### config.mk
export PLATFORM = sky130hd
export DESIGN_NAME = control_sequencer
export DESIGN_NICKNAME = d
export VERILOG_FILES = /design/src/rtl/cpu_ctrl_pkg.sv /design/src/rtl/seq_step_timer.sv /design/src/rtl/control_sequencer.sv
export SDC_FILE = /design/constraint.sdc
export NUM_CORES = 1
export LEC_CHECK = 0
export BUFFER_PORTS_ARGS = -buffer_cell sky130_fd_sc_hd__buf_2
export CAP_MARGIN = 15
export CORE_MARGIN = 1
export CORE_UTILIZATION = 49
export CTS_BUF_LIST = sky130_fd_sc_hd__clkbuf_8
export DETAILED_ROUTE_END_ITERATION = 7
export PLACE_DENSITY = 0.86
export SLEW_MARGIN = 10
export SYNTH_ARGS = -nofsm -noshare
export SYNTH_HDL_FRONTEND = slang
export SYNTH_SLANG_ARGS = --single-unit
### constraint.sdc
create_clock -name clk -period 2.5 [get_ports clk]
set_clock_uncertainty 0.2 [all_clocks]
set_input_delay 0.125 -clock clk [delete_from_list [all_inputs] [get_ports clk]]
set_output_delay 0.125 -clock clk [all_outputs]
set_load 0.01 [all_outputs]
### src/rtl/cpu_ctrl_pkg.sv
// Shared definitions for the control sequencer: opcodes, FSM state encoding,
// control-word bit positions and small opcode-classification helpers.
package cpu_ctrl_pkg;

    localparam logic [4:0] OP_LD   = 5'h00;
    localparam logic [4:0] OP_LDI  = 5'h01;
    localparam logic [4:0] OP_ST   = 5'h02;
    localparam logic [4:0] OP_ADD  = 5'h03;
    localparam logic [4:0] OP_SUB  = 5'h04;
    localparam logic [4:0] OP_AND  = 5'h05;
    localparam logic [4:0] OP_OR   = 5'h06;
    localparam logic [4:0] OP_SHR  = 5'h07;
    localparam logic [4:0] OP_SHL  = 5'h08;
    localparam logic [4:0] OP_ROR  = 5'h09;
    localparam logic [4:0] OP_ROL  = 5'h0A;
    localparam logic [4:0] OP_NEG  = 5'h0B;
    localparam logic [4:0] OP_NOT  = 5'h0C;
    localparam logic [4:0] OP_ADDI = 5'h0D;
    localparam logic [4:0] OP_ANDI = 5'h0E;
    localparam logic [4:0] OP_ORI  = 5'h0F;
    localparam logic [4:0] OP_MUL  = 5'h10;
    localparam logic [4:0] OP_DIV  = 5'h11;
    localparam logic [4:0] OP_BR   = 5'h12;
    localparam logic [4:0] OP_IN   = 5'h16;
    localparam logic [4:0] OP_OUT  = 5'h17;
    localparam logic [4:0] OP_MFHI = 5'h18;
    localparam logic [4:0] OP_MFLO = 5'h19;
    localparam logic [4:0] OP_NOP  = 5'h1A;
    localparam logic [4:0] OP_HALT = 5'h1B;

    typedef enum logic [3:0] {
        ST_RESET  = 4'd0,
        ST_T0     = 4'd1,
        ST_T1     = 4'd2,
        ST_T2     = 4'd3,
        ST_T3     = 4'd4,
        ST_T4     = 4'd5,
        ST_T5     = 4'd6,
        ST_T6     = 4'd7,
        ST_T7     = 4'd8,
        ST_HALTED = 4'd9,
        ST_WAIT   = 4'd10
    } seq_state_e;

    // Drive-class bits occupy 0..13, latch-class bits 14..27.
    localparam int CW_PC_OUT      = 0;
    localparam int CW_ZLO_OUT     = 1;
    localparam int CW_ZHI_OUT     = 2;
    localparam int CW_HI_OUT      = 3;
    localparam int CW_LO_OUT      = 4;
    localparam int CW_MDR_OUT     = 5;
    localparam int CW_INPORT_OUT  = 6;
    localparam int CW_CSE_OUT     = 7;
    localparam int CW_BA_OUT      = 8;
    localparam int CW_R_OUT       = 9;
    localparam int CW_GRA         = 10;
    localparam int CW_GRB         = 11;
    localparam int CW_GRC         = 12;
    localparam int CW_READ        = 13;
    localparam int CW_PC_EN       = 14;
    localparam int CW_PC_INC      = 15;
    localparam int CW_MAR_EN      = 16;
    localparam int CW_MDR_EN      = 17;
    localparam int CW_IR_EN       = 18;
    localparam int CW_Y_EN        = 19;
    localparam int CW_Z_EN        = 20;
    localparam int CW_HI_EN       = 21;
    localparam int CW_LO_EN       = 22;
    localparam int CW_R_IN        = 23;
    localparam int CW_CON_EN      = 24;
    localparam int CW_RAM_WR      = 25;
    localparam int CW_INPORT_EN   = 26;
    localparam int CW_OUTPORT_EN  = 27;
    localparam int CW_W           = 28;

    localparam logic [CW_W-1:0] CW_LATCH_MASK = 28'hFFF_C000;

    // Number of T3+ steps; zero means the instruction finishes at T2.
    function automatic logic [2:0] exec_steps(input logic [4:0] op);
        logic [2:0] n;
        n = 3'd0;
        case (op)
            OP_LD, OP_ST:                                   n = 3'd5;
            OP_LDI, OP_ADDI, OP_ANDI, OP_ORI:               n = 3'd3;
            OP_ADD, OP_SUB, OP_AND, OP_OR, OP_SHR, OP_SHL,
            OP_ROR, OP_ROL, OP_NEG, OP_NOT:                 n = 3'd3;
            OP_MUL, OP_DIV, OP_BR:                          n = 3'd4;
            OP_IN, OP_OUT, OP_MFHI, OP_MFLO:                n = 3'd1;
            default:                                        n = 3'd0;
        endcase
        return n;
    endfunction

    function automatic logic op_defined(input logic [4:0] op);
        return (exec_steps(op) != 3'd0) || (op == OP_NOP) || (op == OP_HALT);
    endfunction

    // Immediate forms reuse the ALU code of their register-register twin.
    function automatic logic [4:0] imm_alu_op(input logic [4:0] op);
        logic [4:0] a;
        case (op)
            OP_ANDI: a = OP_AND;
            OP_ORI:  a = OP_OR;
            default: a = OP_ADD;
        endcase
        return a;
    endfunction

endpackage

### src/rtl/seq_step_timer.sv
// Per-T-state cycle counter; step_last marks the final clock of the current step.
module seq_step_timer #(
    parameter int STEP_CYCLES = 2
) (
    input  logic clk,
    input  logic clr,
    input  logic en,
    output logic step_last
);
    localparam int CNT_W = (STEP_CYCLES > 1) ? $clog2(STEP_CYCLES) : 1;
    localparam logic [CNT_W-1:0] CNT_LAST = CNT_W'(STEP_CYCLES - 1);

    logic [CNT_W-1:0] cnt_q, cnt_d;

    assign step_last = (cnt_q == CNT_LAST);

    always_comb begin
        cnt_d = cnt_q;
        if (!en || step_last) begin
            cnt_d = '0;
        end else begin
            cnt_d = cnt_q + 1'b1;
        end
    end

    always_ff @(posedge clk) begin
        if (clr) begin
            cnt_q <= '0;
        end else begin
            cnt_q <= cnt_d;
        end
    end

endmodule

### src/rtl/control_sequencer.sv
// Hardwired Moore control unit: T0-T2 fetch, opcode decode, T3-T7 execute.
// Optional single-step mode (WAIT state plus `step` input) via SEQ_SINGLE_STEP_EN.
module control_sequencer
    import cpu_ctrl_pkg::*;
#(
    parameter int STEP_CYCLES = 2,
    parameter int IR_W        = 32
) (
    input  logic            clk,
    input  logic            clr,
`ifdef SEQ_SINGLE_STEP_EN
    input  logic            step,
`endif
    input  logic [IR_W-1:0] ir,
    input  logic            con_out,
    output logic            pc_out,
    output logic            zlo_out,
    output logic            zhi_out,
    output logic            hi_out,
    output logic            lo_out,
    output logic            mdr_out,
    output logic            inport_out,
    output logic            c_sign_extended_out,
    output logic            ba_out,
    output logic            r_out,
    output logic            gra,
    output logic            grb,
    output logic            grc,
    output logic            read,
    output logic            pc_enable,
    output logic            pc_increment,
    output logic            mar_enable,
    output logic            mdr_enable,
    output logic            ir_enable,
    output logic            y_enable,
    output logic            z_enable,
    output logic            hi_enable,
    output logic            lo_enable,
    output logic            r_in,
    output logic            con_enable,
    output logic            ram_write,
    output logic            inport_enable,
    output logic            outport_enable,
    output logic [4:0]      alu_op,
    output logic            run,
    output logic            illegal_op,
    output logic [3:0]      dbg_state
);
`ifdef SEQ_SINGLE_STEP_EN
    localparam seq_state_e DONE_STATE = ST_WAIT;
`else
    localparam seq_state_e DONE_STATE = ST_T0;
`endif

    seq_state_e       state_q, state_d, last_exec;
    logic [4:0]       op_q, op_d;
    logic [4:0]       ir_op;
    logic             step_last;
    logic             in_tstate;
    logic [CW_W-1:0]  cw, cw_out;
    logic             unused_ir;

    assign ir_op     = ir[IR_W-1 -: 5];
    assign unused_ir = ^ir[IR_W-6:0];
    assign in_tstate = (state_q >= ST_T0) && (state_q <= ST_T7);
    assign last_exec = seq_state_e'(4'(ST_T2) + {1'b0, exec_steps(op_q)});
    assign dbg_state = state_q;

    seq_step_timer #(.STEP_CYCLES(STEP_CYCLES)) u_timer (
        .clk       (clk),
        .clr       (clr),
        .en        (in_tstate),
        .step_last (step_last)
    );

    always_ff @(posedge clk) begin
        if (clr) begin
            state_q <= ST_RESET;
            op_q    <= '0;
        end else begin
            state_q <= state_d;
            op_q    <= op_d;
        end
    end

    always_comb begin
        state_d = state_q;
        op_d    = op_q;
        case (state_q)
            ST_RESET: state_d = DONE_STATE;
            ST_T0, ST_T1: begin
                if (step_last) state_d = seq_state_e'(4'(state_q) + 4'd1);
            end
            ST_T2: begin
                if (step_last) begin
                    op_d = ir_op;
                    if (ir_op == OP_HALT)               state_d = ST_HALTED;
                    else if (exec_steps(ir_op) == 3'd0) state_d = DONE_STATE;
                    else                                state_d = ST_T3;
                end
            end
            ST_T3, ST_T4, ST_T5, ST_T6, ST_T7: begin
                if (step_last) begin
                    state_d = (state_q == last_exec) ? DONE_STATE
                                                     : seq_state_e'(4'(state_q) + 4'd1);
                end
            end
            ST_HALTED: state_d = ST_HALTED;
`ifdef SEQ_SINGLE_STEP_EN
            ST_WAIT: if (step) state_d = ST_T0;
`endif
            default: state_d = ST_RESET;
        endcase
    end

    // Control word per step; latch-class bits are gated to the step's last clock below.
    always_comb begin
        cw     = '0;
        alu_op = '0;
        case (state_q)
            ST_T0: begin
                cw[CW_PC_OUT] = 1'b1; cw[CW_MAR_EN] = 1'b1;
                cw[CW_PC_INC] = 1'b1; cw[CW_Z_EN]   = 1'b1;
            end
            ST_T1: begin
                cw[CW_ZLO_OUT] = 1'b1; cw[CW_PC_EN]  = 1'b1;
                cw[CW_READ]    = 1'b1; cw[CW_MDR_EN] = 1'b1;
            end
            ST_T2: begin
                cw[CW_MDR_OUT] = 1'b1; cw[CW_IR_EN] = 1'b1;
            end
            ST_T3, ST_T4, ST_T5, ST_T6, ST_T7: begin
                case (op_q)
                    OP_LDI, OP_ADDI, OP_ANDI, OP_ORI: begin
                        case (state_q)
                            ST_T3: begin
                                cw[CW_GRB] = 1'b1; cw[CW_Y_EN] = 1'b1;
                                if (op_q == OP_LDI) cw[CW_BA_OUT] = 1'b1;
                                else                cw[CW_R_OUT]  = 1'b1;
                            end
                            ST_T4: begin
                                cw[CW_CSE_OUT] = 1'b1; cw[CW_Z_EN] = 1'b1;
                                alu_op = imm_alu_op(op_q);
                            end
                            ST_T5: begin
                                cw[CW_ZLO_OUT] = 1'b1; cw[CW_GRA] = 1'b1; cw[CW_R_IN] = 1'b1;
                            end
                            default: ;
                        endcase
                    end
                    OP_LD, OP_ST: begin
                        case (state_q)
                            ST_T3: begin
                                cw[CW_GRB] = 1'b1; cw[CW_BA_OUT] = 1'b1; cw[CW_Y_EN] = 1'b1;
                            end
                            ST_T4: begin
                                cw[CW_CSE_OUT] = 1'b1; cw[CW_Z_EN] = 1'b1; alu_op = OP_ADD;
                            end
                            ST_T5: begin
                                cw[CW_ZLO_OUT] = 1'b1; cw[CW_MAR_EN] = 1'b1;
                            end
                            ST_T6: begin
                                cw[CW_MDR_EN] = 1'b1;
                                if (op_q == OP_LD) begin
                                    cw[CW_READ] = 1'b1;
                                end else begin
                                    cw[CW_GRA] = 1'b1; cw[CW_R_OUT] = 1'b1;
                                end
                            end
                            ST_T7: begin
                                if (op_q == OP_LD) begin
                                    cw[CW_MDR_OUT] = 1'b1; cw[CW_GRA] = 1'b1; cw[CW_R_IN] = 1'b1;
                                end else begin
                                    cw[CW_RAM_WR] = 1'b1;
                                end
                            end
                            default: ;
                        endcase
                    end
                    OP_ADD, OP_SUB, OP_AND, OP_OR, OP_SHR, OP_SHL,
                    OP_ROR, OP_ROL, OP_NEG, OP_NOT: begin
                        case (state_q)
                            ST_T3: begin
                                cw[CW_GRB] = 1'b1; cw[CW_R_OUT] = 1'b1; cw[CW_Y_EN] = 1'b1;
                            end
                            ST_T4: begin
                                cw[CW_GRC] = 1'b1; cw[CW_R_OUT] = 1'b1; cw[CW_Z_EN] = 1'b1;
                                alu_op = op_q;
                            end
                            ST_T5: begin
                                cw[CW_ZLO_OUT] = 1'b1; cw[CW_GRA] = 1'b1; cw[CW_R_IN] = 1'b1;
                            end
                            default: ;
                        endcase
                    end
                    OP_MUL, OP_DIV: begin
                        case (state_q)
                            ST_T3: begin
                                cw[CW_GRA] = 1'b1; cw[CW_R_OUT] = 1'b1; cw[CW_Y_EN] = 1'b1;
                            end
                            ST_T4: begin
                                cw[CW_GRB] = 1'b1; cw[CW_R_OUT] = 1'b1; cw[CW_Z_EN] = 1'b1;
                                alu_op = op_q;
                            end
                            ST_T5: begin
                                cw[CW_ZLO_OUT] = 1'b1; cw[CW_LO_EN] = 1'b1;
                            end
                            ST_T6: begin
                                cw[CW_ZHI_OUT] = 1'b1; cw[CW_HI_EN] = 1'b1;
                            end
                            default: ;
                        endcase
                    end
                    OP_BR: begin
                        case (state_q)
                            ST_T3: begin
                                cw[CW_GRA] = 1'b1; cw[CW_R_OUT] = 1'b1; cw[CW_CON_EN] = 1'b1;
                            end
                            ST_T4: begin
                                cw[CW_PC_OUT] = 1'b1; cw[CW_Y_EN] = 1'b1;
                            end
                            ST_T5: begin
                                cw[CW_CSE_OUT] = 1'b1; cw[CW_Z_EN] = 1'b1; alu_op = OP_ADD;
                            end
                            ST_T6: begin
                                // Branch taken only when the CON flag is set.
                                cw[CW_ZLO_OUT] = con_out; cw[CW_PC_EN] = con_out;
                            end
                            default: ;
                        endcase
                    end
                    OP_IN: begin
                        cw[CW_INPORT_OUT] = 1'b1; cw[CW_GRA] = 1'b1; cw[CW_R_IN] = 1'b1;
                    end
                    OP_OUT: begin
                        cw[CW_GRA] = 1'b1; cw[CW_R_OUT] = 1'b1; cw[CW_OUTPORT_EN] = 1'b1;
                    end
                    OP_MFHI: begin
                        cw[CW_HI_OUT] = 1'b1; cw[CW_GRA] = 1'b1; cw[CW_R_IN] = 1'b1;
                    end
                    OP_MFLO: begin
                        cw[CW_LO_OUT] = 1'b1; cw[CW_GRA] = 1'b1; cw[CW_R_IN] = 1'b1;
                    end
                    default: ;
                endcase
            end
            default: ;
        endcase
    end

    assign cw_out     = step_last ? cw : (cw & ~CW_LATCH_MASK);
    assign run        = (state_q != ST_RESET) && (state_q != ST_HALTED);
    assign illegal_op = (state_q == ST_T2) && step_last && !op_defined(ir_op);

    assign pc_out              = cw_out[CW_PC_OUT];
    assign zlo_out             = cw_out[CW_ZLO_OUT];
    assign zhi_out             = cw_out[CW_ZHI_OUT];
    assign hi_out              = cw_out[CW_HI_OUT];
    assign lo_out              = cw_out[CW_LO_OUT];
    assign mdr_out             = cw_out[CW_MDR_OUT];
    assign inport_out          = cw_out[CW_INPORT_OUT];
    assign c_sign_extended_out = cw_out[CW_CSE_OUT];
    assign ba_out              = cw_out[CW_BA_OUT];
    assign r_out               = cw_out[CW_R_OUT];
    assign gra                 = cw_out[CW_GRA];
    assign grb                 = cw_out[CW_GRB];
    assign grc                 = cw_out[CW_GRC];
    assign read                = cw_out[CW_READ];
    assign pc_enable           = cw_out[CW_PC_EN];
    assign pc_increment        = cw_out[CW_PC_INC];
    assign mar_enable          = cw_out[CW_MAR_EN];
    assign mdr_enable          = cw_out[CW_MDR_EN];
    assign ir_enable           = cw_out[CW_IR_EN];
    assign y_enable            = cw_out[CW_Y_EN];
    assign z_enable            = cw_out[CW_Z_EN];
    assign hi_enable           = cw_out[CW_HI_EN];
    assign lo_enable           = cw_out[CW_LO_EN];
    assign r_in                = cw_out[CW_R_IN];
    assign con_enable          = cw_out[CW_CON_EN];
    assign ram_write           = cw_out[CW_RAM_WR];
    assign inport_enable       = cw_out[CW_INPORT_EN];
    assign outport_enable      = cw_out[CW_OUTPORT_EN];

endmodule

# Yosys cells after proc, flatten, opt, wreduce, memory -nomap -nowiden
# Memories as Yosys holds them, arrays and structs flattened. A register that Yosys moved wholly into a read port is not among the register bits.
# Index checks and enable logic that the tools add are counted.
# op_classes
addsub	3
eq_ne	38
n_lt_le_gt_ge	2
n_mux	74
reduce_logical	31
# ops
op	count
5-bit equality test, second input constant	9
5-bit by 4-bit equality test with 1-bit output, second input constant	8
1-bit 2-to-1 mux	30
5-bit 2-to-1 mux	6
28-bit 2-to-1 mux	1
1-bit one-hot mux with 2 select lines	11
5-bit by 3-bit equality test with 1-bit output, second input constant	4
4-bit 2-to-1 mux	5
4-bit one-hot mux with 5 select lines	1
5-bit one-hot mux with 4 select lines	1
18-bit OR reduction	1
4-bit by 3-bit equality test with 1-bit output, second input constant	4
16-bit OR reduction	1
3-bit 2-to-1 mux	5
2-bit 2-to-1 mux	7
14-bit OR reduction	1
12-bit OR reduction	1
5-bit by 2-bit equality test with 1-bit output, second input constant	2
1-bit one-hot mux with 5 select lines	2
10-bit OR reduction	1
2-bit OR reduction	5
4-bit by 2-bit equality test with 1-bit output, second input constant	2
4-bit equality test, second input constant	2
2-bit one-hot mux with 2 select lines	2
27 further kinds	36
# totals
ff_bits	10
rom_bits	288
mem_count	3
inputBits	35
output_inout_bits	39
# memory_table
name	depth	width	read_ports	rd_ports_with_merged_regs	wr	line_no	text
(no name shown)	32	3	1	0	0	cpu_ctrl_pkg.sv:82	case (op)
(no name shown)	32	3	1	0	0	cpu_ctrl_pkg.sv:82	
(no name shown)	32	3	1	1	0	cpu_ctrl_pkg.sv:82	

# Depth between registers and ports, before layout
# Gate-level depths: netlist (run 1).
# logic_depth
word_depth	9
ltp_mapped	8

# Cells and area by module
# A second synthesis (run 1) with hierarchy kept.
# unflattened
cells_unflattened	244
area_unflattened_um2	1669.1
# by_module_without_submodules
mod	area_per_inst_um2	cells_per_inst	instances	seq_area_each_um2
control_sequencer	1636.6	242	1	240.2
seq_step_timer	32.5	2	1	20.0

# Least setup slack after synthesis (run 1)
# No wires, ideal clock.
# synth_timing
path_type	reg2reg
startpoint	reg state_q[0] (netlist: dbg_state[0])
endpoint	reg state_q[0] (netlist: dbg_state[0])
path_stages_with_launch	9
setup_time_ns	0.114
arrival_time_ns	1.893
required_ns	2.186
setup_slack_ns	0.294
n_path_buf	1
cell_sequence	dfxtp_1 inv_1 ha_1 buf_6 and3b_4 o21bai_2 and2_0 o31a_1 a21o_1
# synth_via
elab_chain_cells	4
# synth_lines
element	line_no	text
from (decl)	control_sequencer.sv:55	seq_state_e state_q, state_d, last_exec;
from (signal assigned)	control_sequencer.sv:81	state_q <= state_d;
4-bit by 1-bit adder with 4-bit output (tied with other cells)	control_sequencer.sv:92, control_sequencer.sv:105	
4-bit 2-to-1 mux (tied with other cells)	control_sequencer.sv:104	state_d = (state_q == last_exec) ? DONE_STATE
4-bit 2-to-1 mux or 2-bit by 1-bit inequality test with 1-bit output (tied branches)	n/a	
4-bit one-hot mux with 5 select lines or 3-bit AND reduction (tied branches)	n/a	
# Several ways; a longest one is shown, not always the timed one. The select of a mux whose other input is x is not followed.
# A chain may end at the register's enable or synchronous reset.

# Worst setup path in the final report (run 1)
# layout_timing
startpoint	reg state_q[0] (netlist: dbg_state[0])
endpoint	out outport_enable
# layout_via
elab_chain_cells	4
# layout_lines
element	line_no	text
4-bit by 3-bit equality test with 1-bit output or 4-bit equality test (tied branches)	control_sequencer.sv:120	case (state_q)
5-bit OR reduction (*)	control_sequencer.sv:120	
1-bit 2-to-1 mux (*)	control_sequencer.sv:120	
28-bit 2-to-1 mux (*)	control_sequencer.sv:251	assign cw_out = step_last ? cw : (cw & ~CW_LATCH_MASK);
to (decl)	control_sequencer.sv:43	output logic outport_enable,
# Every way passes the cells marked *; elsewhere a longest branch is shown, timed or not.

==> impl_metrics.ini, run 1 <==
[status]
status = finished clean

[floorplan]
die_height_um = 60.5
die_w_um = 60.5
starting_utilization_of_the_core_area_pct = 53.1
floorplan.core_area_mm2 = 0.00315
top_level_ports = 74
num_rows = 20
die_area_mm2 = 0.00365

[global_routing]
largest_net_degree_at_the_start_of_global_routing = 21
grt_use_total_pct = 25.3
global_route_wire_length_before_repair_um = 7000
grt.overflow.total = 0
antenna_found_initial = 0
grt_pass1_vias = 1583

[worst_hold_path]
hold_path_depth = 3
min_from = ir[28]
class_of_the_tightest_hold_or_removal_check = input pin to register

[place]
globalplace.congestion = 0.868
detailed_place.area_mm2 = 0.00190
placement.io_buffers = 45
place_inst = 323
dp.final_hpwl_um = 3300
dpl_worst_slack_ps = 214

[finish]
multi_input_area_mm2 = 0.00126
postLayoutCellArea_mm2 = 0.00201
sequential_cell_area_um2 = 262
instances_no_fill = 332
fillers = 309
nets = 330
n_antenna_cell = 0
drive_above_1_share_pct = 27.8
layout-area-overhead-vs-synth_pct = 20.2

[pwr]
vdd_drop_max_mv = 0.386
power.leakage_nw = 0.914
pwr_cell_area_mw_per_mm2 = 459

[sta]
timing.max_slew.rel_slack_pct = 66.3
worst-slew-pin-transition_ps = 504
finalMaxSlewViolations = 0
setup_tns_ps = 0
final.min_clock_period_ps = 2460
setup_viol = 0
min_period_over_period_pct = 98.5
grt_setup_unrepaired = yes
postLayoutSetupSlackWorst_ps = 38.4
achievable-frequency_mhz = 406
hold_viol_final = 0

[worst_setup_path]
worst-r2r-setup-slack_ps = 140
critical_path_class = register to primary output
setup.worst_path.start_class = register
worst_setup_path_startpoint = dbg_state[0]$_SDFFE_PP0P_
crit_required_ps = 2170
timing.rr.start = dbg_state[0]$_SDFFE_PP0P_
worst-endpoint-arrival_ps = 2140
crit_path_end_kind = primary output
ff2ff_path_depth = 6
critPathMaxFanout = 10

[synth]
synth.lib_cells_used.distinct = 59
synth.yosys.seq_area_share_pct = 15.5
post_synth.cell_area_avg_um2 = 6.83
synth_seq_cells = 13
netlist_area_mm2 = 0.00167
synth-edff-count = 0
synthesis.nets = 286
async_flop_share_pct = 0
postSynthCellCount = 245
yosys_synthesis_warning_count = 0
synthFlopType = sky130_fd_sc_hd__dfxtp_1

[route]
drt_drc_violations_left = 0
route.detailed.wl_per_inst_um = 13.0
detail_route.first_pass.iterations = 5
totalWireLength_um = 4330
number_of_nets_with_antenna_violations_after_detailed_routing = 0
via_count = 1904
vias_per_cell = 5.73
drt_first_iter_violations = 241

[cts]
cts_tree = done
clk_path_buf_depth = 2
numCtsBuffers = 3
clkTransAtPathRegs_ps = 60
clkLatencyLatePin_ps = 250
cts.root.buffer_cell = sky130_fd_sc_hd__clkbuf_8
cts.htree.levels = 1
clkSinkCount = 13

[job]
timing.max_cap.violations = 0
## metrics by stage
stage / utilization (%) / power (W) / hold slack (ps)
after global placement: 60.2 / 0.000706 / 223
after detailed placement: 60.2 / 0.000717 / 231
after CTS: 63.4 / 0.000920 / 7.90
after global routing: 63.8 / 0.000984 / 48.3
after floorplan: - / 0.000614 / 63.6
final: 63.8 / 0.000924 / 8.38
## path summary, 6_finish.rpt
| check | end |
|---|---|
| setup / recovery | outport_enable |
| hold / removal | op_q[1]$_SDFFE_PP0P_ |
| setup reg to reg | op_q[4]$_SDFFE_PP0P_ |
| hold reg to reg | dbg_state[1]$_SDFFE_PP0P_ |
## synth_stat cells, types with 3 or more instances
library cell / n / area [µm²]
sky130_fd_sc_hd__buf_2: 6 / 30.0
sky130_fd_sc_hd__clkbuf_1: 7 / 26.3
sky130_fd_sc_hd__o21ai_0: 19 / 95.1
sky130_fd_sc_hd__or3_1: 3 / 18.8
sky130_fd_sc_hd__mux2i_1: 5 / 50.1
sky130_fd_sc_hd__nor2_1: 33 / 124
sky130_fd_sc_hd__ha_1: 6 / 75.1
sky130_fd_sc_hd__buf_4: 4 / 30.0
sky130_fd_sc_hd__inv_1: 10 / 37.5
sky130_fd_sc_hd__nand3_1: 6 / 30.0
sky130_fd_sc_hd__dfxtp_1: 13 / 260
sky130_fd_sc_hd__o22ai_1: 3 / 18.8
sky130_fd_sc_hd__nor3_1: 8 / 40.0
sky130_fd_sc_hd__nand2b_1: 9 / 56.3
sky130_fd_sc_hd__nor4_1: 3 / 18.8
sky130_fd_sc_hd__nand2_1: 24 / 90.1
sky130_fd_sc_hd__xnor2_1: 4 / 35.0
sky130_fd_sc_hd__buf_6: 4 / 45.0
sky130_fd_sc_hd__nor2b_1: 7 / 43.8
sky130_fd_sc_hd__a21oi_1: 16 / 80.1
sky130_fd_sc_hd__and2_1: 4 / 25.0
sky130_fd_sc_hd__or2_2: 4 / 25.0
## cell families (layout without fill, tap and decap cells)
logic type	Yosys count	count (layout)	synth area share, %
compound gates	68	68	28.3
xor+xnor	5	5	2.62
fa+ha+maj	6	6	4.48
buf+inv	31	74	10.1
flops	13	13	15.5
mux	5	5	2.99
other cells	1	1	0.224
simple gates	116	116	35.7
## where the power goes
part           total [W]  internal (W)  switching, W
clock           0.000196      0.000111     0.0000851
sequential      0.000253      0.000226     0.0000268
combinational   0.000476      0.000210      0.000266
## area by class of cell
class | count | share of cell area [%]
inverter | 10 | 1.87
clock buffer | 3 | 2.05
multi-input combinational | 201 | 62.7
clock inverter | 1 | 0.249
sequential | 13 | 13.0
timing repair buffer | 60 | 17.4
tap | 44 | 2.74
## worst max-delay path, stage by stage (launching register included)
cell and delay, ps:
sky130_fd_sc_hd__dfxtp_1 340, sky130_fd_sc_hd__inv_1 130, sky130_fd_sc_hd__ha_2 350, sky130_fd_sc_hd__and3b_4 270, sky130_fd_sc_hd__o21bai_2 200, sky130_fd_sc_hd__nand2_1 220
sky130_fd_sc_hd__nor3_1 230, sky130_fd_sc_hd__buf_2 160
## metal layers
metal	vias to the layer above	GRT usage [%]	part of all wire, %
met5	-	0	0
met3	9	2.35	7.4
met4	0	11.7	2.0
met1	850	33.6	45
li1	946	-	-
met2	99	41.6	45
## placed cells by master, fill, tap and decap left out, types with 3 or more instances in the layout
| cell | synthesis | final |
|---|---|---|
| sky130_fd_sc_hd__a21oi_1 | 16 | 16 |
| sky130_fd_sc_hd__and2_1 | 4 | 4 |
| sky130_fd_sc_hd__buf_2 | 6 | 45 |
| sky130_fd_sc_hd__buf_4 | 4 | 10 |
| sky130_fd_sc_hd__clkbuf_8 | 0 | 3 |
| sky130_fd_sc_hd__dfxtp_1 | 13 | 12 |
| sky130_fd_sc_hd__dlygate4sd3_1 | 0 | 5 |
| sky130_fd_sc_hd__ha_1 | 6 | 3 |
| sky130_fd_sc_hd__ha_2 | 0 | 3 |
| sky130_fd_sc_hd__inv_1 | 10 | 10 |
| sky130_fd_sc_hd__mux2i_1 | 5 | 5 |
| sky130_fd_sc_hd__nand2_1 | 24 | 24 |
| sky130_fd_sc_hd__nand2b_1 | 9 | 9 |
| sky130_fd_sc_hd__nand3_1 | 6 | 6 |
| sky130_fd_sc_hd__nor2_1 | 33 | 33 |
| sky130_fd_sc_hd__nor2b_1 | 7 | 5 |
| sky130_fd_sc_hd__nor3_1 | 8 | 8 |
| sky130_fd_sc_hd__nor4_1 | 3 | 3 |
| sky130_fd_sc_hd__o21ai_0 | 19 | 19 |
| sky130_fd_sc_hd__o22ai_1 | 3 | 3 |
| sky130_fd_sc_hd__or2_2 | 4 | 4 |
| sky130_fd_sc_hd__or3_1 | 3 | 3 |
| sky130_fd_sc_hd__xnor2_1 | 4 | 4 |
## timing repair
action	4_1_cts	5_1_grt
buffers inserted	0	0
setup endpoints to repair	5	10
endpoints found under the hold margin	3	0
gates resized for setup	2	5
hold buffers	5	0
Note: power is estimated with default switching activity, not from simulation.
==> inputs of run 2 (changes only) <==
--- a/config.mk
+++ b/config.mk
@@ -5,6 +5,7 @@
 export SDC_FILE = /design/constraint.sdc
 export NUM_CORES = 1
 export LEC_CHECK = 0
+export ABC_AREA = 1
 export BUFFER_PORTS_ARGS = -buffer_cell sky130_fd_sc_hd__buf_2
 export CAP_MARGIN = 15
 export CORE_MARGIN = 1
==> impl_metrics.ini, run 2 <==
[route]
totalWireLength_um = 4580
via_count = 2029
drt_first_iter_violations = 176
drt_drc_violations_left = 0
number_of_nets_with_antenna_violations_after_detailed_routing = 0
route.detailed.wl_per_inst_um = 11.9
vias_per_cell = 5.27
detail_route.first_pass.iterations = 5

[floorplan]
die_w_um = 60.7
floorplan.core_area_mm2 = 0.00315
die_height_um = 60.7
num_rows = 20
starting_utilization_of_the_core_area_pct = 53.6
top_level_ports = 74
die_area_mm2 = 0.00369

[sta]
achievable-frequency_mhz = 422
hold_viol_final = 0
worst-slew-pin-transition_ps = 656
setup_viol = 0
fin_hold_ws_ps = 83.9
timing.max_slew.rel_slack_pct = 56.2
grt_setup_unrepaired = no
min_period_over_period_pct = 94.7
final.min_clock_period_ps = 2370
setup_tns_ps = 0
finalMaxSlewViolations = 0

[place]
detailed_place.area_mm2 = 0.00195
globalplace.congestion = 0.954
dp.final_hpwl_um = 3710
place_inst = 380
placement.io_buffers = 45

[worst_setup_path]
critPathMaxFanout = 7
crit_chain = inv_1 > ha_2 > inv_1 > nor2_4 > nor2_4 > nand2_4 > inv_2 > nor2_2 > inv_2 > nor4_1 > buf_2
ff2ff_path_depth = 7
crit_required_ps = 2170
worst-endpoint-arrival_ps = 2040
crit_path_end_kind = primary output
timing.rr.start = dbg_state[1]$_SDFFE_PP0P_
critical_path_class = register to primary output
setup.worst_path.start_class = register
crit_path_top_delay_cell = sky130_fd_sc_hd__dfxtp_2
worst-r2r-setup-slack_ps = 520
capture_point_of_the_worst_reg_to_reg_path = dbg_state[1]$_SDFFE_PP0P_
worst_stage_delay_on_the_critical_path_ps = 360

[synth]
post_synth.cell_area_avg_um2 = 5.75
postSynthCellCount = 294
synthFlopType = sky130_fd_sc_hd__dfxtp_1
synth.lib_cells_used.distinct = 40
yosysTopAreaCell = sky130_fd_sc_hd__dfxtp_1
synth_area_leaders = sky130_fd_sc_hd__dfxtp_1 15%, sky130_fd_sc_hd__nand2_1 14%, sky130_fd_sc_hd__nand3_1 10%, sky130_fd_sc_hd__inv_1 9.8%, sky130_fd_sc_hd__nor2_1 8.2%
synthesis.nets = 335
yosys_synthesis_warning_count = 0
synth-simple-area-share_pct = 50.0
synth_seq_cells = 13
synthesized_area_fraction_occupied_by_ao_oa_aoi_and_oai_cells_pct = 12.4
synth.cells.most_frequent = 62 x sky130_fd_sc_hd__nand2_1, 44 x sky130_fd_sc_hd__inv_1, 37 x sky130_fd_sc_hd__nor2_1, 34 x sky130_fd_sc_hd__nand3_1, 15 x sky130_fd_sc_hd__a21oi_1
async_flop_share_pct = 0
netlist_area_mm2 = 0.00169
synth.yosys.seq_area_share_pct = 15.4
yosys.area_share.xor_xnor_pct = 2.07
synth-edff-count = 0
yosys.area_share.adder_pct = 4.44
yosys-mux-area-fraction_pct = 0
dominant_combinational_cell_family_by_area_after_synthesis = simple AND/OR/NAND/NOR gates
post-synth-top-count-cell = sky130_fd_sc_hd__nand2_1
synthDominantCellAreaShare_pct = 15.4

[global_routing]
global_route_wire_length_before_repair_um = 7180
grt_pass1_vias = 1624
antenna_found_initial = 0
grt.overflow.total = 0
largest_net_degree_at_the_start_of_global_routing = 17
grt_use_total_pct = 25.9

[status]
status = finished clean

[cts]
clkTransAtPathRegs_ps = 50
numCtsBuffers = 3
number_of_buffers_added_for_setup_after_cts = 0
clk_path_buf_depth = 2
clkLatencyLatePin_ps = 240
cts_tree = done
cts.root.buffer_cell = sky130_fd_sc_hd__clkbuf_8
clkSinkCount = 13
cts.htree.levels = 1

[finish]
nets = 383
instances_no_fill = 385
n_antenna_cell = 0
final_cell_mix = 62 x sky130_fd_sc_hd__nand2_1, 45 x sky130_fd_sc_hd__inv_1, 45 x sky130_fd_sc_hd__buf_2, 37 x sky130_fd_sc_hd__nor2_1, 34 x sky130_fd_sc_hd__nand3_1
fillers = 332
postLayoutCellArea_mm2 = 0.00201
drive_above_1_share_pct = 26.1
layout_commonest_cell = sky130_fd_sc_hd__nand2_1
layout-area-overhead-vs-synth_pct = 19.2

[pwr]
power.leakage_nw = 1.19
vdd_drop_max_mv = 0.308
finalPower_w = 0.000935
pwr_cell_area_mw_per_mm2 = 464

[worst_hold_path]
class_of_the_tightest_hold_or_removal_check = input pin to register
hold_path_depth = 4
min_from = ir[27]
worstHoldEndpoint = op_q[0]$_SDFFE_PP0P_

[job]
timing.max_cap.violations = 0
==> run 2: cell count changes after synthesis, sizes merged, moves of 4 or more <==
cell    previous run  this run
o21ai             19        15
buf               14         5
mux2i              5         0
nand3              6        37
nor2              33        47
inv               10        55
nand2b             9         0
or2                5         1
nor2b              7         0
nand2             25        69
and2               5         0
clkbuf             7         1
==> run 2: where the power goes <==
part | switching, W | internal (W) | total, W
Combinational | 0.000327 | 0.000161 | 0.000489
Clock | 0.0000735 | 0.000108 | 0.000182
Sequential | 0.0000308 | 0.000234 | 0.000265
==> run 2: cell type report <==
class	count	area, µm²	share of cell area [%]
flip-flops and latches	13	263	13.0
clock inverters	1	3.75	0.186
inverters	56	215	10.7
well taps	44	55.1	2.73
multi-input cells	219	1180	58.5
repair buffers	49	258	12.8
clock buffers	3	41.3	2.05
==> run 2: per-stage QoR <==
step	setup WS [ps]	utilization [%]
floorplan	475	-
finish	131	63.9
global placement	328	61.7
CTS	45.5	63.5
global route	22.0	63.9
detailed placement	317	61.7
==> run 2: worst max-delay path: cells and delay by family, from the launching register on <==
kind	cells	cell delay (ps)
buffers and inverters	5	550
adders and majority gates	1	240
and+or+nand+nor	5	660
DFF	1	360
==> run 2: worst max path at each step <==
stage,start,to,slack (ps)
CTS,dbg_state[0]$_SDFFE_PP0P_,ram_write,50
floorplan,dbg_state[0]$_SDFFE_PP0P_,ram_write,480
global placement,dbg_state[0]$_SDFFE_PP0P_,ram_write,330
detailed placement,dbg_state[0]$_SDFFE_PP0P_,ram_write,320
global route,dbg_state[0]$_SDFFE_PP0P_,ram_write,20
finish,dbg_state[0]$_SDFFE_PP0P_,ram_write,130
==> run 2: what timing repair did <==
item / CTS / global route
hold buffers: 1 / 0
hold endpoints to repair: 5 / 0
gates resized for setup: 0 / 5
endpoints found under the setup margin: 0 / 2
==> run 2: logic make-up after synthesis <==
family / Yosys count
AND/OR/NAND/NOR: 171
buffers and inverters: 62
AO/OA/AOI/OAI: 37
flip-flops: 13
adder cells (fa/ha/maj): 6
XOR/XNOR: 4
other: 1
==> run 2: metal layers <==
layer,global-route usage [%],vias up,wire length [µm],share of wire (%)
li1,-,1042,-,-
met1,37.4,890,2110,46
met2,39.9,88,2070,45
met3,2.35,9,316,6.9
met4,10.1,0,78,1.7
met5,0,-,0,0
==> inputs of run 3 (changes only) <==
--- a/config.mk
+++ b/config.mk
@@ -9,10 +9,10 @@
 export BUFFER_PORTS_ARGS = -buffer_cell sky130_fd_sc_hd__buf_2
 export CAP_MARGIN = 15
 export CORE_MARGIN = 1
-export CORE_UTILIZATION = 49
+export CORE_UTILIZATION = 53
 export CTS_BUF_LIST = sky130_fd_sc_hd__clkbuf_8
 export DETAILED_ROUTE_END_ITERATION = 7
-export PLACE_DENSITY = 0.86
+export PLACE_DENSITY_LB_ADDON = 0.25
 export SLEW_MARGIN = 10
 export SYNTH_ARGS = -nofsm -noshare
 export SYNTH_HDL_FRONTEND = slang
==> constraint.sdc (replaced) <==
create_clock -name clk -period 3.1 [get_ports clk]
set_clock_uncertainty 0.2 [all_clocks]
set_input_delay 0.155 -clock clk [delete_from_list [all_inputs] [get_ports clk]]
set_output_delay 0.155 -clock clk [all_outputs]
set_load 0.01 [all_outputs]
==> impl_metrics.ini, run 3 (synthesized netlist as in run 2, its figures left out) <==
[status]
status = finished, violations left
failed_checks = design-rule violations

[sta]
final.min_clock_period_ps = 2630
timing.max_slew.rel_slack_pct = 57.8
setup_tns_ps = 0
setup_viol = 0
hold_viol_final = 0
achievable-frequency_mhz = 380
grt_setup_unrepaired = no
finalMaxSlewViolations = 0
fin_hold_ws_ps = 105
min_period_over_period_pct = 84.8
worst-slew-pin-transition_ps = 633

[cts]
clk_path_buf_depth = 2
cts.htree.levels = 1
clkTransAtPathRegs_ps = 60
clkLatencyLatePin_ps = 240
numCtsBuffers = 3
clkSinkCount = 13
cts.repair.resized = 0
cts_tree = done
cts.root.buffer_cell = sky130_fd_sc_hd__clkbuf_8

[floorplan]
num_rows = 20
die_area_mm2 = 0.00342
die_height_um = 58.5
starting_utilization_of_the_core_area_pct = 55.8
floorplan.core_area_mm2 = 0.00303
top_level_ports = 74
die_w_um = 58.5

[worst_setup_path]
worst-r2r-setup-slack_ps = 950
worst_setup_path_startpoint = dbg_state[0]$_SDFFE_PP0P_
timing.rr.start = dbg_state[0]$_SDFFE_PP0P_
worst-endpoint-arrival_ps = 2270
critical_path.endpoint = ram_write
ff2ff_path_depth = 7
capture_point_of_the_worst_reg_to_reg_path = dbg_state[1]$_SDFFE_PP0P_
critical_path_class = register to primary output
crit_required_ps = 2740
critPathMaxFanout = 7
crit_path_end_kind = primary output
setup.worst_path.start_class = register

[pwr]
finalPower_w = 0.000747
pwr_cell_area_mw_per_mm2 = 377
power.leakage_nw = 1.18
vdd_drop_max_mv = 0.265

[global_routing]
antenna_found_initial = 0
grt.overflow.total = 0
global_route_wire_length_before_repair_um = 7320
grt_use_total_pct = 26.9
grt_pass1_vias = 1629
largest_net_degree_at_the_start_of_global_routing = 17

[route]
vias_per_cell = 5.12
detail_route.first_pass.iterations = 6
drt_drc_violations_left = 1
number_of_nets_with_antenna_violations_after_detailed_routing = 0
route.detailed.wl_per_inst_um = 11.5
via_count = 1955
totalWireLength_um = 4380
drt_first_iter_violations = 123

[finish]
fin_util_pct = 65.4
layout-area-overhead-vs-synth_pct = 17.2
instances_no_fill = 382
n_antenna_cell = 0
final_cell_mix = 62 x sky130_fd_sc_hd__nand2_1, 45 x sky130_fd_sc_hd__buf_2, 44 x sky130_fd_sc_hd__inv_1, 37 x sky130_fd_sc_hd__nor2_1, 34 x sky130_fd_sc_hd__nand3_1
drive_above_1_share_pct = 24.6
layout_commonest_cell = sky130_fd_sc_hd__nand2_1
nets = 380

[place]
globalplace.congestion = 0.936
dp.final_hpwl_um = 3510
place_inst = 377
placement.io_buffers = 45

[job]
timing.max_cap.violations = 0

[worst_hold_path]
class_of_the_tightest_hold_or_removal_check = input pin to register
[run 3: per-stage QoR]
step	cell area [µm²]	setup slack (ps)
after floorplan	1690	1050
after global placement	1920	784
after detailed placement	1920	792
after CTS	1980	517
after global routing	1980	321
final	1980	471
[run 3: critical path, cell delays in order, from the launching register on]
cell	delay [ps]
sky130_fd_sc_hd__dfxtp_1	390
sky130_fd_sc_hd__inv_1	160
sky130_fd_sc_hd__ha_1	250
sky130_fd_sc_hd__inv_1	90
sky130_fd_sc_hd__nor2_2	210
sky130_fd_sc_hd__nor2_4	80
sky130_fd_sc_hd__nand2_4	110
sky130_fd_sc_hd__inv_2	70
sky130_fd_sc_hd__nor2_2	160
sky130_fd_sc_hd__inv_2	50
sky130_fd_sc_hd__nor4_1	260
sky130_fd_sc_hd__buf_2	200
[run 3: final cells by class]
| class | instances | area [µm²] |
|---|---|---|
| Tap cell | 44 | 55.1 |
| Inverter | 56 | 215 |
| Sequential cell | 13 | 260 |
| Fill cell | 301 | 1050 |
| Timing Repair Buffer | 46 | 235 |
| Clock buffer | 3 | 41.3 |
| Clock inverter | 1 | 5.00 |
| Multi-Input combinational cell | 219 | 1170 |
[run 3: repair_timing]
| action | in CTS | in global routing |
|---|---|---|
| hold buffers | 1 | 0 |
| buffers inserted | 0 | 0 |
| endpoints found under the hold margin | 5 | 0 |
| endpoints found under the setup margin | 0 | 0 |
[run 3: power by group]
| part | switching (W) | leakage [nW] | total (W) | internal (W) |
|---|---|---|---|---|
| combinational | 0.000253 | 1.05 | 0.000379 | 0.000126 |
| clock | 0.0000624 | 0.0255 | 0.000151 | 0.0000887 |
| sequential | 0.0000299 | 0.105 | 0.000216 | 0.000187 |
| total | 0.000346 | 1.18 | 0.000747 | 0.000401 |
[run 3: worst min-delay path by stage]
stage	cells past startpoint	slack, ps	from	to
floorplan	1	20	clr	dbg_state[0]$_SDFFE_PP0P_
global placement	2	230	clr	dbg_state[1]$_SDFFE_PP0P_
detailed placement	2	240	clr	dbg_state[1]$_SDFFE_PP0P_
CTS	4	100	ir[27]	op_q[0]$_SDFFE_PP0P_
global route	4	140	ir[27]	op_q[0]$_SDFFE_PP0P_
finish	4	100	ir[27]	op_q[0]$_SDFFE_PP0P_
[run 3: metal layers]
metal	GRT usage [%]	part of all wire, %
met2	44.2	44
met3	2.86	6.5
met5	0	0
met1	37.9	48
met4	6.46	1.1
